**config.mk**
```make
export PLATFORM = sky130hd
export DESIGN_NAME = writeback_control_flat
export DESIGN_NICKNAME = d
export VERILOG_FILES = /design/src/rtl/writeback_control_if.sv /design/src/rtl/writeback_control.sv /design/src/flat_wrapper.sv
export SDC_FILE = /design/constraint.sdc
export NUM_CORES = 1
export LEC_CHECK = 0
export ABC_AREA = 1
export CORE_ASPECT_RATIO = 0.9
export CORE_MARGIN = 2
export CORE_UTILIZATION = 48
export DETAILED_ROUTE_END_ITERATION = 8
export PLACE_DENSITY_LB_ADDON = 0.25
export SLEW_MARGIN = 20
export SYNTH_ARGS = -nofsm -noshare
export SYNTH_HDL_FRONTEND = slang
export SYNTH_SLANG_ARGS = --single-unit
```
**constraint.sdc**
```tcl
create_clock -name i_clk -period 1.9 [get_ports i_clk]
set_input_delay 0.475 -clock i_clk [delete_from_list [all_inputs] [get_ports i_clk]]
set_output_delay 0.475 -clock i_clk [all_outputs]
set_load 0.05 [all_outputs]
```
**src/rtl/writeback_control_if.sv**
```systemverilog
// writeback_control_if: request, memory-return and register-file write signals of the writeback stage.
interface writeback_control_if #(
    parameter int DATA_W = 32,
    parameter int REG_AW = 5
);
    logic              wb_valid;
    logic              wb_ready;
    logic [1:0]        wb_sel;
    logic [REG_AW-1:0] rd_addr;
    logic [DATA_W-1:0] reg_in;
    logic [DATA_W-1:0] pc_in;
    logic              mem_rvalid;
    logic [DATA_W-1:0] mem_in;
    logic [1:0]        ld_size;
    logic              ld_unsigned;
    logic [1:0]        byte_off;
    logic              rf_we;
    logic [REG_AW-1:0] rf_waddr;
    logic [DATA_W-1:0] write_data;
    logic              wb_err;

    modport master (
        output wb_valid, wb_sel, rd_addr, reg_in, pc_in, mem_rvalid, mem_in,
               ld_size, ld_unsigned, byte_off,
        input  wb_ready, rf_we, rf_waddr, write_data, wb_err
    );

    modport slave (
        input  wb_valid, wb_sel, rd_addr, reg_in, pc_in, mem_rvalid, mem_in,
               ld_size, ld_unsigned, byte_off,
        output wb_ready, rf_we, rf_waddr, write_data, wb_err
    );
endinterface

```
**src/rtl/writeback_control.sv**
```systemverilog
// writeback_control: registered writeback select with memory-wait timeout and one-cycle rf write strobe.
// WB_LOAD_EXT_EN enables byte/half lane extraction with sign/zero extension of load data (DATA_W=32).
module writeback_control #(
    parameter int DATA_W  = 32,
    parameter int REG_AW  = 5,
    parameter int PC_INC  = 4,
    parameter int TIMEOUT = 15
) (
    input logic                i_clk,
    input logic                i_rst_n,
    writeback_control_if.slave bus
);
    typedef enum logic [1:0] {IDLE, WAIT_MEM, WRITE} state_t;

    state_t            r_state, w_next;
    logic [7:0]        r_cnt;
    logic [REG_AW-1:0] r_rd, r_waddr, w_waddr;
    logic [DATA_W-1:0] r_wdata, w_wdata, w_mem_data;
    logic              r_rf_we, r_err;
    logic              w_accept, w_got_mem, w_timeout, w_wr_go;

    assign w_accept  = (r_state == IDLE) && bus.wb_valid;
    assign w_got_mem = (r_state == WAIT_MEM) && bus.mem_rvalid;
    assign w_timeout = (r_state == WAIT_MEM) && !bus.mem_rvalid && (r_cnt == 8'(TIMEOUT - 1));

    // Outputs only move on a real write so they hold through x0 targets and timeouts.
    assign w_wr_go = w_got_mem ? (r_rd != '0)
                   : w_accept && (bus.wb_sel == 2'b01 || bus.wb_sel == 2'b10) && (bus.rd_addr != '0);
    assign w_waddr = w_got_mem ? r_rd : bus.rd_addr;
    assign w_wdata = w_got_mem ? w_mem_data
                   : (bus.wb_sel == 2'b01) ? bus.reg_in : bus.pc_in + DATA_W'(PC_INC);

`ifdef WB_LOAD_EXT_EN
    logic [1:0]  r_ld_size, r_off;
    logic        r_ld_uns;
    logic [7:0]  w_byte;
    logic [15:0] w_half;

    assign w_byte     = bus.mem_in[{r_off, 3'b000} +: 8];
    assign w_half     = bus.mem_in[{r_off[1], 4'b0000} +: 16];
    assign w_mem_data = (r_ld_size == 2'b00) ? {{(DATA_W-8){w_byte[7] & ~r_ld_uns}}, w_byte}
                      : (r_ld_size == 2'b01) ? {{(DATA_W-16){w_half[15] & ~r_ld_uns}}, w_half}
                      : bus.mem_in;

    always_ff @(posedge i_clk or negedge i_rst_n) begin
        if (!i_rst_n) begin
            r_ld_size <= '0;
            r_off     <= '0;
            r_ld_uns  <= 1'b0;
        end else if (w_accept) begin
            r_ld_size <= bus.ld_size;
            r_off     <= bus.byte_off;
            r_ld_uns  <= bus.ld_unsigned;
        end
    end
`else
    assign w_mem_data = bus.mem_in;
`endif

    always_comb begin
        w_next = r_state;
        case (r_state)
            IDLE:     w_next = !bus.wb_valid ? IDLE
                             : (bus.wb_sel == 2'b00) ? WAIT_MEM
                             : (bus.wb_sel == 2'b11) ? IDLE : WRITE;
            WAIT_MEM: w_next = bus.mem_rvalid ? WRITE : w_timeout ? IDLE : WAIT_MEM;
            WRITE:    w_next = IDLE;
            default:  w_next = IDLE;
        endcase
    end

    always_ff @(posedge i_clk or negedge i_rst_n) begin
        if (!i_rst_n) r_state <= IDLE;
        else          r_state <= w_next;
    end

    always_ff @(posedge i_clk or negedge i_rst_n) begin
        if (!i_rst_n) begin
            r_cnt   <= '0;
            r_rd    <= '0;
            r_rf_we <= 1'b0;
            r_waddr <= '0;
            r_wdata <= '0;
            r_err   <= 1'b0;
        end else begin
            r_rf_we <= w_wr_go;
            if (w_accept) begin
                r_rd  <= bus.rd_addr;
                r_cnt <= '0;
            end else if (r_state == WAIT_MEM) begin
                r_cnt <= r_cnt + 8'd1;
            end
            if (w_wr_go) begin
                r_waddr <= w_waddr;
                r_wdata <= w_wdata;
            end
            if (w_timeout) r_err <= 1'b1;
        end
    end

    assign bus.wb_ready   = (r_state == IDLE);
    assign bus.rf_we      = r_rf_we;
    assign bus.rf_waddr   = r_waddr;
    assign bus.write_data = r_wdata;
    assign bus.wb_err     = r_err;
endmodule

```
**src/flat_wrapper.sv**
```systemverilog
// flat-port wrapper written by rule: the top's interface ports become plain ports
module writeback_control_flat 
#(
    parameter int DATA_W  = 32,
    parameter int REG_AW  = 5,
    parameter int PC_INC  = 4,
    parameter int TIMEOUT = 15
)
  (i_clk, i_rst_n, bus_wb_valid, bus_wb_sel, bus_rd_addr, bus_reg_in, bus_pc_in, bus_mem_rvalid, bus_mem_in, bus_ld_size, bus_ld_unsigned, bus_byte_off, bus_wb_ready, bus_rf_we, bus_rf_waddr, bus_write_data, bus_wb_err);
  writeback_control_if #(.DATA_W(DATA_W), .REG_AW(REG_AW)) bus_i ();
  input logic i_clk;
  input logic i_rst_n;
  input wire logic [$bits(bus_i.wb_valid)-1:0] bus_wb_valid;
  input wire logic [$bits(bus_i.wb_sel)-1:0] bus_wb_sel;
  input wire logic [$bits(bus_i.rd_addr)-1:0] bus_rd_addr;
  input wire logic [$bits(bus_i.reg_in)-1:0] bus_reg_in;
  input wire logic [$bits(bus_i.pc_in)-1:0] bus_pc_in;
  input wire logic [$bits(bus_i.mem_rvalid)-1:0] bus_mem_rvalid;
  input wire logic [$bits(bus_i.mem_in)-1:0] bus_mem_in;
  input wire logic [$bits(bus_i.ld_size)-1:0] bus_ld_size;
  input wire logic [$bits(bus_i.ld_unsigned)-1:0] bus_ld_unsigned;
  input wire logic [$bits(bus_i.byte_off)-1:0] bus_byte_off;
  output wire logic [$bits(bus_i.wb_ready)-1:0] bus_wb_ready;
  output wire logic [$bits(bus_i.rf_we)-1:0] bus_rf_we;
  output wire logic [$bits(bus_i.rf_waddr)-1:0] bus_rf_waddr;
  output wire logic [$bits(bus_i.write_data)-1:0] bus_write_data;
  output wire logic [$bits(bus_i.wb_err)-1:0] bus_wb_err;
  assign bus_i.wb_valid = bus_wb_valid;
  assign bus_i.wb_sel = bus_wb_sel;
  assign bus_i.rd_addr = bus_rd_addr;
  assign bus_i.reg_in = bus_reg_in;
  assign bus_i.pc_in = bus_pc_in;
  assign bus_i.mem_rvalid = bus_mem_rvalid;
  assign bus_i.mem_in = bus_mem_in;
  assign bus_i.ld_size = bus_ld_size;
  assign bus_i.ld_unsigned = bus_ld_unsigned;
  assign bus_i.byte_off = bus_byte_off;
  assign bus_wb_ready = bus_i.wb_ready;
  assign bus_rf_we = bus_i.rf_we;
  assign bus_rf_waddr = bus_i.rf_waddr;
  assign bus_write_data = bus_i.write_data;
  assign bus_wb_err = bus_i.wb_err;
  writeback_control #(.DATA_W(DATA_W), .REG_AW(REG_AW), .PC_INC(PC_INC), .TIMEOUT(TIMEOUT)) u_core (.i_clk(i_clk), .i_rst_n(i_rst_n), .bus(bus_i));
endmodule
```
# After elaboration in Yosys (flattened, before gate mapping)
# Index checks and enable logic that the tools add are counted.
# classes
add_sub_neg,2
n_eq_ne,5
mux,12
n_reduce_logical,13
# ops
op,n
32-bit two-way mux,2
32-bit by 3-bit adder with 32-bit output (second input constant),1
8-bit two-way mux,2
5-bit nonzero test,2
8-bit by 1-bit adder with 8-bit output (second input constant),1
8-bit by 4-bit equality test with 1-bit output (second input constant),1
2-bit two-way mux,4
1-bit logical AND,6
5-bit two-way mux,1
2-bit by 1-bit equality test with 1-bit output (second input constant),2
2-bit equality test (second input constant),2
2-bit logical NOT,2
2-bit case mux with 2 select lines,1
1-bit two-way mux,2
2-bit nonzero test,1
1-bit logical NOT,1
1-bit logical OR,1
# totals
regBits,54
inputBits,112
out_inout_bits,40
elab_cells,39

# Depth between registers and ports, before layout
# Gate-level depths: netlist of run 1.
# depth
word_depth,6
depth_mapped,11
ltp_nobuf,11

# Worst setup path before layout of run 1
# No wires, ideal clock.
# synth_timing
path_kind,input to register
startpoint,input port bus_pc_in[2]
endpoint,"register u_core.r_wdata[22], in the netlist u_core.bus.write_data[22]"
setup_ps,118
t_arrival_ps,1372
required_time_ps,1782
path_slack_ps,410
cell_stages,10
path_buffers,0
path_cell_list,ha_1 > nand2_2 > nor2_4 > nand2_4 > nor2_4 > nand3_1 > nand3_1 > nand2_1 > nand2_1 > nand2_1
# synth_via
elab_chain_len,3
# synth_rtl
element,line_no,text
start: declaration,flat_wrapper.sv:17,input wire logic [$bits(bus_i.pc_in)-1:0] bus_pc_in;
32-bit by 3-bit adder with 32-bit output,writeback_control.sv:31,: (bus.wb_sel == 2'b01) ? bus.reg_in : bus.pc_in + DATA_W'(PC_INC);
32-bit two-way mux,writeback_control.sv:31,
32-bit two-way mux,writeback_control.sv:30,assign w_wdata = w_got_mem ? w_mem_data
end signal: assignment,writeback_control.sv:95,r_wdata <= w_wdata;
end: declaration,writeback_control.sv:18,"logic [DATA_W-1:0] r_wdata, w_wdata, w_mem_data;"
# Every way passes these cells.
# A chain may end at the register's enable or synchronous reset.

# Worst setup path in the final report of run 1
# layout_timing
startpoint,input port bus_wb_sel[0]
endpoint,"register u_core.r_wdata[31], in the netlist u_core.bus.write_data[31]"
# layout_via
elab_chain_len,5
elab_cells_between_ends,8
cone_classes,2 x eq/ne; 3 x mux; 3 x reduce/logical
# layout_rtl
element,line_no,text
start: declaration,flat_wrapper.sv:14,input wire logic [$bits(bus_i.wb_sel)-1:0] bus_wb_sel;
2-bit by 1-bit equality test with 1-bit output / 2-bit equality test (equally long branches),"writeback_control.sv:28, writeback_control.sv:31",
1-bit logical OR,writeback_control.sv:28,: w_accept && (bus.wb_sel == 2'b01 || bus.wb_sel == 2'b10) && (bus.rd_addr != '0);
1-bit logical AND (2 in a row),writeback_control.sv:28,
1-bit two-way mux,writeback_control.sv:27,assign w_wr_go = w_got_mem ? (r_rd != '0)
# Parallel ways exist; a longest one is shown, timed or not.

==> results summary, run 1 <==
The mapped netlist covers between 3000 and 4000 um2. The initial standard-cell utilization of the core is 49.1%. The first TritonRoute pass finished after 5 iterations. Across the whole layout, storage elements account for 1350 um2. The clock share of power is 13.7%. The count of mapped cells out of synthesis is 628.

The net total in the final layout came out at 942. The area after detailed placement came out at 5810 um2. The final cycle utilization of the critical path came out at 97.5%. The setup check on the worst reg-to-reg path leaves a slack of a little under 0.4 ns. The largest stage delay on the critical path is 0.48 ns. The wire length of the first global-routing pass is 20.3 mm. Counting the buffers created by CTS gives 5. Summing over every cut layer, the via total after detailed routing is 4,681. The worst setup path is launched from an input port. Per report_power, the combinational group accounts for a little over half of the total. The buffers plus inverters on the worst setup path is 3.

The final design area excluding fillers is about 6000 um2. The fraction of final layout cells sized beyond drive strength 1 is 18.3%. The die extent in x came out at 99.0 um. The clock sink total is 54.

The worst path required time is 2.12 ns. The repair_antennas step left the layout with diodes totalling 0. The core region is between 7000 and 8000 um2. The total wire length after detailed routing is 13.0 mm. The I/O pin total is between 150 and 200. The signed area change from the synthesized netlist to the final layout is 54.6%.

The clock-pin transition on the worst setup and hold timing paths is 0.11 ns. The initial antenna violation count is 0. The final max-slew violation count came out at 0.

By area the synthesized netlist is led by sky130_fd_sc_hd__dfrtp_1 35%, sky130_fd_sc_hd__nand2_1 24%, sky130_fd_sc_hd__nor2_1 9.6%. The count of different cell masters after synthesis is 33. The post-route minimum period came out at 1.85 ns. The share of synthesized area occupied by flip-flops and latches is 34.6%. The slew at the pin with the worst max-slew slack is between 0.3 and 0.4 ns. The leftover overflow at the end of global routing is 0.

The relative slew slack came out at 77.6%. The DRC violation count after routing came out at 0. The number of cell rows came out at 31. The power density normalized to cell area is 873 nW/um2. The count of maximum capacitance violations came out at 0. The internal portion of the total power is 2.76 mW. The critical path arrival came out at 2.07 ns. The start-to-end type of the worst setup path is in2reg. The total die area came out at 8870 um2. The mean post-synth cell area came out at 6.21 um2.

The signal on the critical path passes through clkdlybuf4s50_1 > ha_1 > clkinvlp_4 > buf_4 > nand3_1 > nand2_1 > nand2_1 > nand2_1. Including well taps, the total number of placed cells is 913. The share of total power consumed by net switching came out at 47.6%. In this run the deepest clock path goes through 2 buffers. In this run the remaining antenna-violating nets after routing total 0.

The die span in y is between 80 and 90 um. The switching power came out at 2.51 mW. The leakage power summed over all cells came out at roughly 3.2 nW.

For this design, the slowest cell found on the critical path is sky130_fd_sc_hd__clkdlybuf4s50_1. Setup violations remaining at the end of the flow were counted as 0. The gate family responsible for the most delay along the worst path is buffers and inverters. The largest area contributor in the netlist is sky130_fd_sc_hd__dfrtp_1. STA classifies the critical path endpoint as a flip-flop.

Across the routed clock network, the largest skew measured is 0.0122 ns. TritonCTS built the clock tree. For this block, the initial DRC count from the detailed router was 236. The core occupancy in the finished layout came out at 75.9%. After detailed routing, the number of vias per cell comes to roughly 5.1.

The clock network latency to the later pin of the worst-skew pair is approximately 0.31 ns. The total of flip-flops plus latches after synthesis is 54. The final weighted congestion of routability-driven global placement is 0.928. The fraction of power consumed by sequential logic is 32.2%. The fmax came out at roughly 540 MHz. The run finished with clean final reports. For this run, the number of Yosys warnings is 0. The count of placed standard cells in the final layout, fillers left out is 925. The maximum resistive drop on vdd came out at 0.000689 V. The hold violation total from the final report came to 0. The H-tree level count is 2.

Clock tree synthesis selected as its root buffer the cell sky130_fd_sc_hd__clkbuf_8. The largest net degree at the start of global routing is 55. The path class of the tightest hold or removal check is in2async. The power consumption is 5.27 mW. The per-cell routed wire length is 14.0 um. In the final layout, the multi-input gates occupy ~2200 um2. The post-cts hold buffer count came out at 0. The number of global-route vias before repair came to approximately 4.4k.

The overall routing resource usage came out at between 20% and 30%. The synthesized net count came out at approximately 750. The final hold slack came out at roughly 0.13 ns. The share of synthesized area in the top cell type comes to 34.6%. The filler cells instantiated in the layout total 635.

In this design, the critical path's most frequently occurring cell is sky130_fd_sc_hd__nand2_1. Port buffering added 146 buffers. In this run the worst path has a maximum fanout of 14. Setup repair after global routing could not meet its margin everywhere. The placed wire-length estimate after detailed placement is ~9.8 mm.
[cell usage in the layout (no fill, tap or decap), drive strengths merged, types with 2 or more instances in the layout]
cell type / instances
nor2: 114
nand4: 2
o211ai: 3
ha: 5
xor2: 2
a31oi: 7
o22ai: 2
xnor2: 3
nand3: 47
o21bai: 6
buf: 105
nand2: 258
dlymetal6s2s: 3
a21oi: 3
dfrtp: 54
inv: 64
o21ai: 29
and2: 2
clkdlybuf4s50: 102
clkinv: 2
clkbuf: 7
[per-layer routing]
metal  global-route usage (%)  vias up  routed length [um]
met5                        0        -                   0
met4                     12.5        0                 550
met3                     5.24       42                1090
met2                     50.6      237                6070
met1                     34.4     2062                5270
li1                         -     2340                   -
[per-stage QoR]
stage	TNS [ns]	setup WS [ns]
2_1_floorplan	0	0.410
3_3_place_gp	-8.00	-0.291
3_5_place_dp	-10.42	-0.336
4_1_cts	0	0.00726
5_1_grt	-0.0324	-0.0186
6_report	0	0.0473
[power groups by stage]
stage               logic [mW]  clock network [mW]  registers (mW)
global placement          2.75                   0            1.70
floorplan                0.639                   0            2.74
CTS                       2.80               0.736            1.69
global route              3.02               0.777            1.74
finish                    2.85               0.721            1.70
detailed placement        2.80                   0            1.71
[state kept, by name, indices dropped and copies added (netlist names)]
register,cells
u_core.bus.rf_we,1
u_core.r_cnt,8
u_core.bus.rf_waddr,5
u_core.r_state,2
u_core.bus.wb_err,1
u_core.bus.write_data,32
u_core.r_rd,5
[cells in the mapped netlist]
library cell / count
sky130_fd_sc_hd__nand2_4: 3
sky130_fd_sc_hd__buf_1: 2
sky130_fd_sc_hd__nand2_1: 250
sky130_fd_sc_hd__inv_1: 58
sky130_fd_sc_hd__xor2_1: 2
sky130_fd_sc_hd__nor4_1: 1
sky130_fd_sc_hd__a21oi_1: 3
sky130_fd_sc_hd__o211ai_1: 3
sky130_fd_sc_hd__buf_2: 13
sky130_fd_sc_hd__o22ai_1: 2
sky130_fd_sc_hd__inv_2: 5
sky130_fd_sc_hd__nand3_1: 47
sky130_fd_sc_hd__o21ai_1: 11
sky130_fd_sc_hd__clkbuf_1: 3
sky130_fd_sc_hd__or2_1: 1
sky130_fd_sc_hd__dfrtp_1: 54
sky130_fd_sc_hd__nor2_2: 6
sky130_fd_sc_hd__buf_6: 1
sky130_fd_sc_hd__a32o_1: 1
sky130_fd_sc_hd__o21bai_1: 6
sky130_fd_sc_hd__a31oi_1: 7
sky130_fd_sc_hd__buf_4: 3
sky130_fd_sc_hd__nand2_2: 5
sky130_fd_sc_hd__nor2_1: 100
sky130_fd_sc_hd__and2_1: 2
sky130_fd_sc_hd__xnor2_1: 3
sky130_fd_sc_hd__nor3_1: 1
sky130_fd_sc_hd__ha_1: 5
sky130_fd_sc_hd__o31a_1: 1
sky130_fd_sc_hd__o21ai_0: 18
sky130_fd_sc_hd__nand4_1: 2
sky130_fd_sc_hd__nor2_4: 8
sky130_fd_sc_hd__clkinv_1: 1
[final cells by class]
| type | instances | area share (%) |
|---|---|---|
| repair buffers | 212 | 32.8 |
| inverters | 64 | 4.17 |
| well taps | 99 | 2.05 |
| clock buffers | 5 | 1.14 |
| clock inverters | 3 | 0.477 |
| multi-input cells | 488 | 37.0 |
| flip-flops and latches | 54 | 22.4 |
[kinds of logic (layout without fill, tap and decap cells)]
logic type                 count (synthesis)  count (layout)  synth area share [%]
and+or+nand+nor                          426             426                  45.7
xor gates and xnor gates                   5               5                  1.12
DFF                                       54              54                  34.6
adders and majority gates                  5               5                  1.60
buffers and inverters                     86             284                  9.17
AOI/OAI and AO/OA                         52              52                  7.76
[worst paths after layout]
check | start | to | depth (start not counted)
worst min-delay path | i_rst_n | u_core.bus.write_data[24] | 2
worst max register to register | u_core.r_state[1] | u_core.bus.write_data[29] | 11
min in group i_clk | u_core.bus.wb_err | u_core.bus.wb_err | 2
max in group asynchronous | i_rst_n | u_core.bus.rf_waddr[4] | 2
worst min register to register | u_core.bus.wb_err | u_core.bus.wb_err | 2
worst max-delay path | bus_wb_sel[0] | u_core.bus.write_data[31] | 8
[what timing repair did]
action,in CTS,in global routing
buffers inserted,0,2
endpoints found under the setup margin,0,29
gates resized for setup,0,21
(Power assumes the default switching activity.)
==> run 2, diff against run 1 <==
--- a/config.mk
+++ b/config.mk
@@ -6,6 +6,7 @@
 export NUM_CORES = 1
 export LEC_CHECK = 0
 export ABC_AREA = 1
+export ABC_CLOCK_PERIOD_IN_PS = 1900
 export CORE_ASPECT_RATIO = 0.9
 export CORE_MARGIN = 2
 export CORE_UTILIZATION = 48
==> constraint.sdc (replaced) <==
create_clock -name i_clk -period 1.9 [get_ports i_clk]
set_input_delay 0.475 -clock i_clk [delete_from_list [all_inputs] [get_ports i_clk]]
set_output_delay 0.475 -clock i_clk [all_outputs]
set_load 0.1 [all_outputs]
==> results summary, run 2 (synthesis results as in run 1) <==
Run status: completed (unchanged). The slew at the pin with the worst max-slew slack was 0.494 ns (was 0.333 ns). The number of nets with antenna violations after detailed routing is 0 (unchanged). The H-tree level count is 2 (unchanged). The placed cell count came out at 919 (was 913).

The die extent in x is 99.0 um (unchanged). The count of endpoints failing setup in the final report is 0 (unchanged). The cell occurring most often along the worst timing path is sky130_fd_sc_hd__nand2_1 (unchanged).

The area after detailed placement is 6310 um2 (was 5810 um2). The relative slew slack was 67.1% (was 77.6%). The leakage power summed over all cells is 3.32 nW (was 3.16 nW). The total wire length after detailed routing came out at 13.5 mm (was 13.0 mm). The maximum clock path buffer count came out at 2 (unchanged). The I/O pin total is 152 (unchanged).

The signed area change from the synthesized netlist to the final layout is 66.3% (was 54.6%). The worst path required time is 2.12 ns (about the same). The total clock buffers created by CTS came out at 5 (unchanged). The maximum fanout encountered on the critical timing path is 5 (was 14). The clock network latency to the later pin of the worst-skew pair came out at 0.32 ns (was 0.31 ns). The largest net degree at the start of global routing is 33 (was 55). The total area of sequential cells is 1350 um2 (unchanged). The die span in y is 89.5 um (unchanged).

The final max-slew violation count came out at 0 (unchanged). The antenna diode instance count is 0 (unchanged). The final weighted congestion of routability-driven global placement is 0.907 (was 0.928). The total of fill cells in the finished design came out at 556 (was 635). The element type at the critical path end was a flip-flop (unchanged). The initial detailed-routing violation count came to 241 (was 236). The power consumption is 7.45 mW (was 5.27 mW). The count of TritonRoute iterations in the first routing pass is 5 (unchanged). The via density per instance came out at 5.18 (was 5.06). The leftover overflow at the end of global routing came out at 0 (unchanged). The power density normalized to cell area came to 1150 nW/um2 (was 873 nW/um2).

The start-to-end type of the worst setup path was in2reg (unchanged). Crit path cell chain: clkdlybuf4s50_1 > nand2_1 > nor2_2 > nand2_1 > nor2_4 > nand2_1 > nand3_1 > nand3_2 > nand2_1 > nand2_1 (was clkdlybuf4s50_1 > ha_1 > clkinvlp_4 > buf_4 > nand3_1 > nand2_1 > nand2_1 > nand2_1). The critical path arrival is 2.06 ns (was 2.07 ns). The commonest non-fill, non-tap cell in the layout is sky130_fd_sc_hd__nand2_1 (unchanged). The via count of the routed design is 4,808 (was 4,681). The final design area excluding fillers came to 6490 um2 (was 6030 um2). The number of global-route vias before repair was 4,756 (was 4,426). The clock sink total is 54 (unchanged). The cell at the root of the clock tree is sky130_fd_sc_hd__clkbuf_8 (unchanged). The number of cell rows came out at 31 (unchanged). The count of maximum capacitance violations was 0 (unchanged). The overall routing resource usage came out at 30.6% (was 28.5%). The total die area is 8870 um2 (unchanged). The post-cts hold buffer count was 0 (unchanged). The class of the most critical hold timing path was in2async (unchanged). The flip-flop count of the largest register after layout is 32 (unchanged). The area of combinational cells with multiple inputs is 2240 um2 (was 2230 um2). The initial antenna violation count came out at 0 (unchanged).

The clock-pin transition on the worst setup and hold timing paths is 0.11 ns (about the same). The placeable core area is 7950 um2 (unchanged). The highest-delay cell along the critical path is sky130_fd_sc_hd__clkdlybuf4s50_1 (unchanged). The count of placed standard cells in the final layout, fillers left out came out at 928 (was 925). The count of buffers from port buffering came out at 146 (unchanged).

Top library cells by usage in the layout, fill and taps aside: 249 x sky130_fd_sc_hd__nand2_1, 103 x sky130_fd_sc_hd__clkdlybuf4s50_1, 96 x sky130_fd_sc_hd__nor2_1 (was 249 x sky130_fd_sc_hd__nand2_1, 102 x sky130_fd_sc_hd__clkdlybuf4s50_1, 96 x sky130_fd_sc_hd__nor2_1, 96 x sky130_fd_sc_hd__buf_4, 58 x sky130_fd_sc_hd__inv_1). The net total in the final layout is 945 (was 942). The initial standard-cell utilization of the core was 49.1% (unchanged). The post-route minimum period is 1.84 ns (was 1.85 ns). The maximum resistive drop on vdd is 0.00120 V (was 0.000689 V). The hold violation total from the final report is 0 (unchanged). The placed wire-length estimate after detailed placement came out at 10.7 mm (was 9.81 mm).

The DRC violation count after routing was 0 (unchanged). The final cycle utilization of the critical path is 96.9% (was 97.5%). The critical path startpoint category is an input port (unchanged). The TritonCTS clock tree is yes (unchanged).

The largest stage delay on the critical path is 0.53 ns (was 0.48 ns). The setup clock skew after layout came out at 0.00210 ns (was 0.0122 ns). The fraction of final layout cells sized beyond drive strength 1 is 18.7% (was 18.3%).

The wire length of the first global-routing pass is 21.5 mm (was 20.3 mm). The per-cell routed wire length came out at 14.6 um (was 14.0 um). The fmax came out at 543 MHz (was 540 MHz).
[run 2: per-layer routing]
metal	up-vias	wire length, um	global-route usage [%]
met3	43	1020	6.72
li1	2343	-	-
met1	2199	5330	35.4
met5	-	0	0
met4	0	505	13.7
met2	223	6660	55.2
[run 2: per-stage QoR]
step                util, %  TNS (ns)  setup slack (ns)  hold slack [ns]
floorplan                 -         0             0.356            0.179
global placement       79.4     -5.44            -0.243            0.450
detailed placement     79.4     -7.41            -0.304            0.456
CTS                    80.9         0            0.0387            0.108
global route           81.6   -0.0611           -0.0344            0.114
finish                 81.6         0            0.0595            0.101
[run 2: repair_timing]
action	CTS	global route
resized for setup	0	14
setup endpoints to repair	0	13
hold endpoints to repair	0	0
buffers inserted	0	1
[run 2: path summary, 6_finish.rpt]
kind                            slack [ns]                   endpoint  cells after the start              start
worst max-delay path                  0.06  u_core.bus.write_data[15]                     10      bus_pc_in[11]
worst min-delay path                  0.10  u_core.bus.write_data[23]                      1            i_rst_n
worst max register to register        0.38  u_core.bus.write_data[29]                     11  u_core.r_state[1]
worst min register to register        0.53             u_core.r_rd[3]                      2     u_core.r_rd[3]
max in group asynchronous             1.29  u_core.bus.write_data[13]                      2            i_rst_n
min in group i_clk                    0.53             u_core.r_rd[3]                      2     u_core.r_rd[3]
[run 2: area by class of cell]
type	count	area share, %
clock inverter	3	0.752
sequential	54	20.8
timing repair buffer	215	37.3
multi-input combinational	488	34.5
tap	99	1.91
inverter	64	3.70
clock buffer	5	1.06
[run 2: report_power, final]
part,switching [mW],internal [mW]
registers,0.375,1.48
clock network,0.441,0.403
logic,3.03,1.72
[run 2: worst max-delay path: cells and delay by family]
family	cells	cell delay (ns)
buf+inv	1	0.53
simple gates	9	1.05
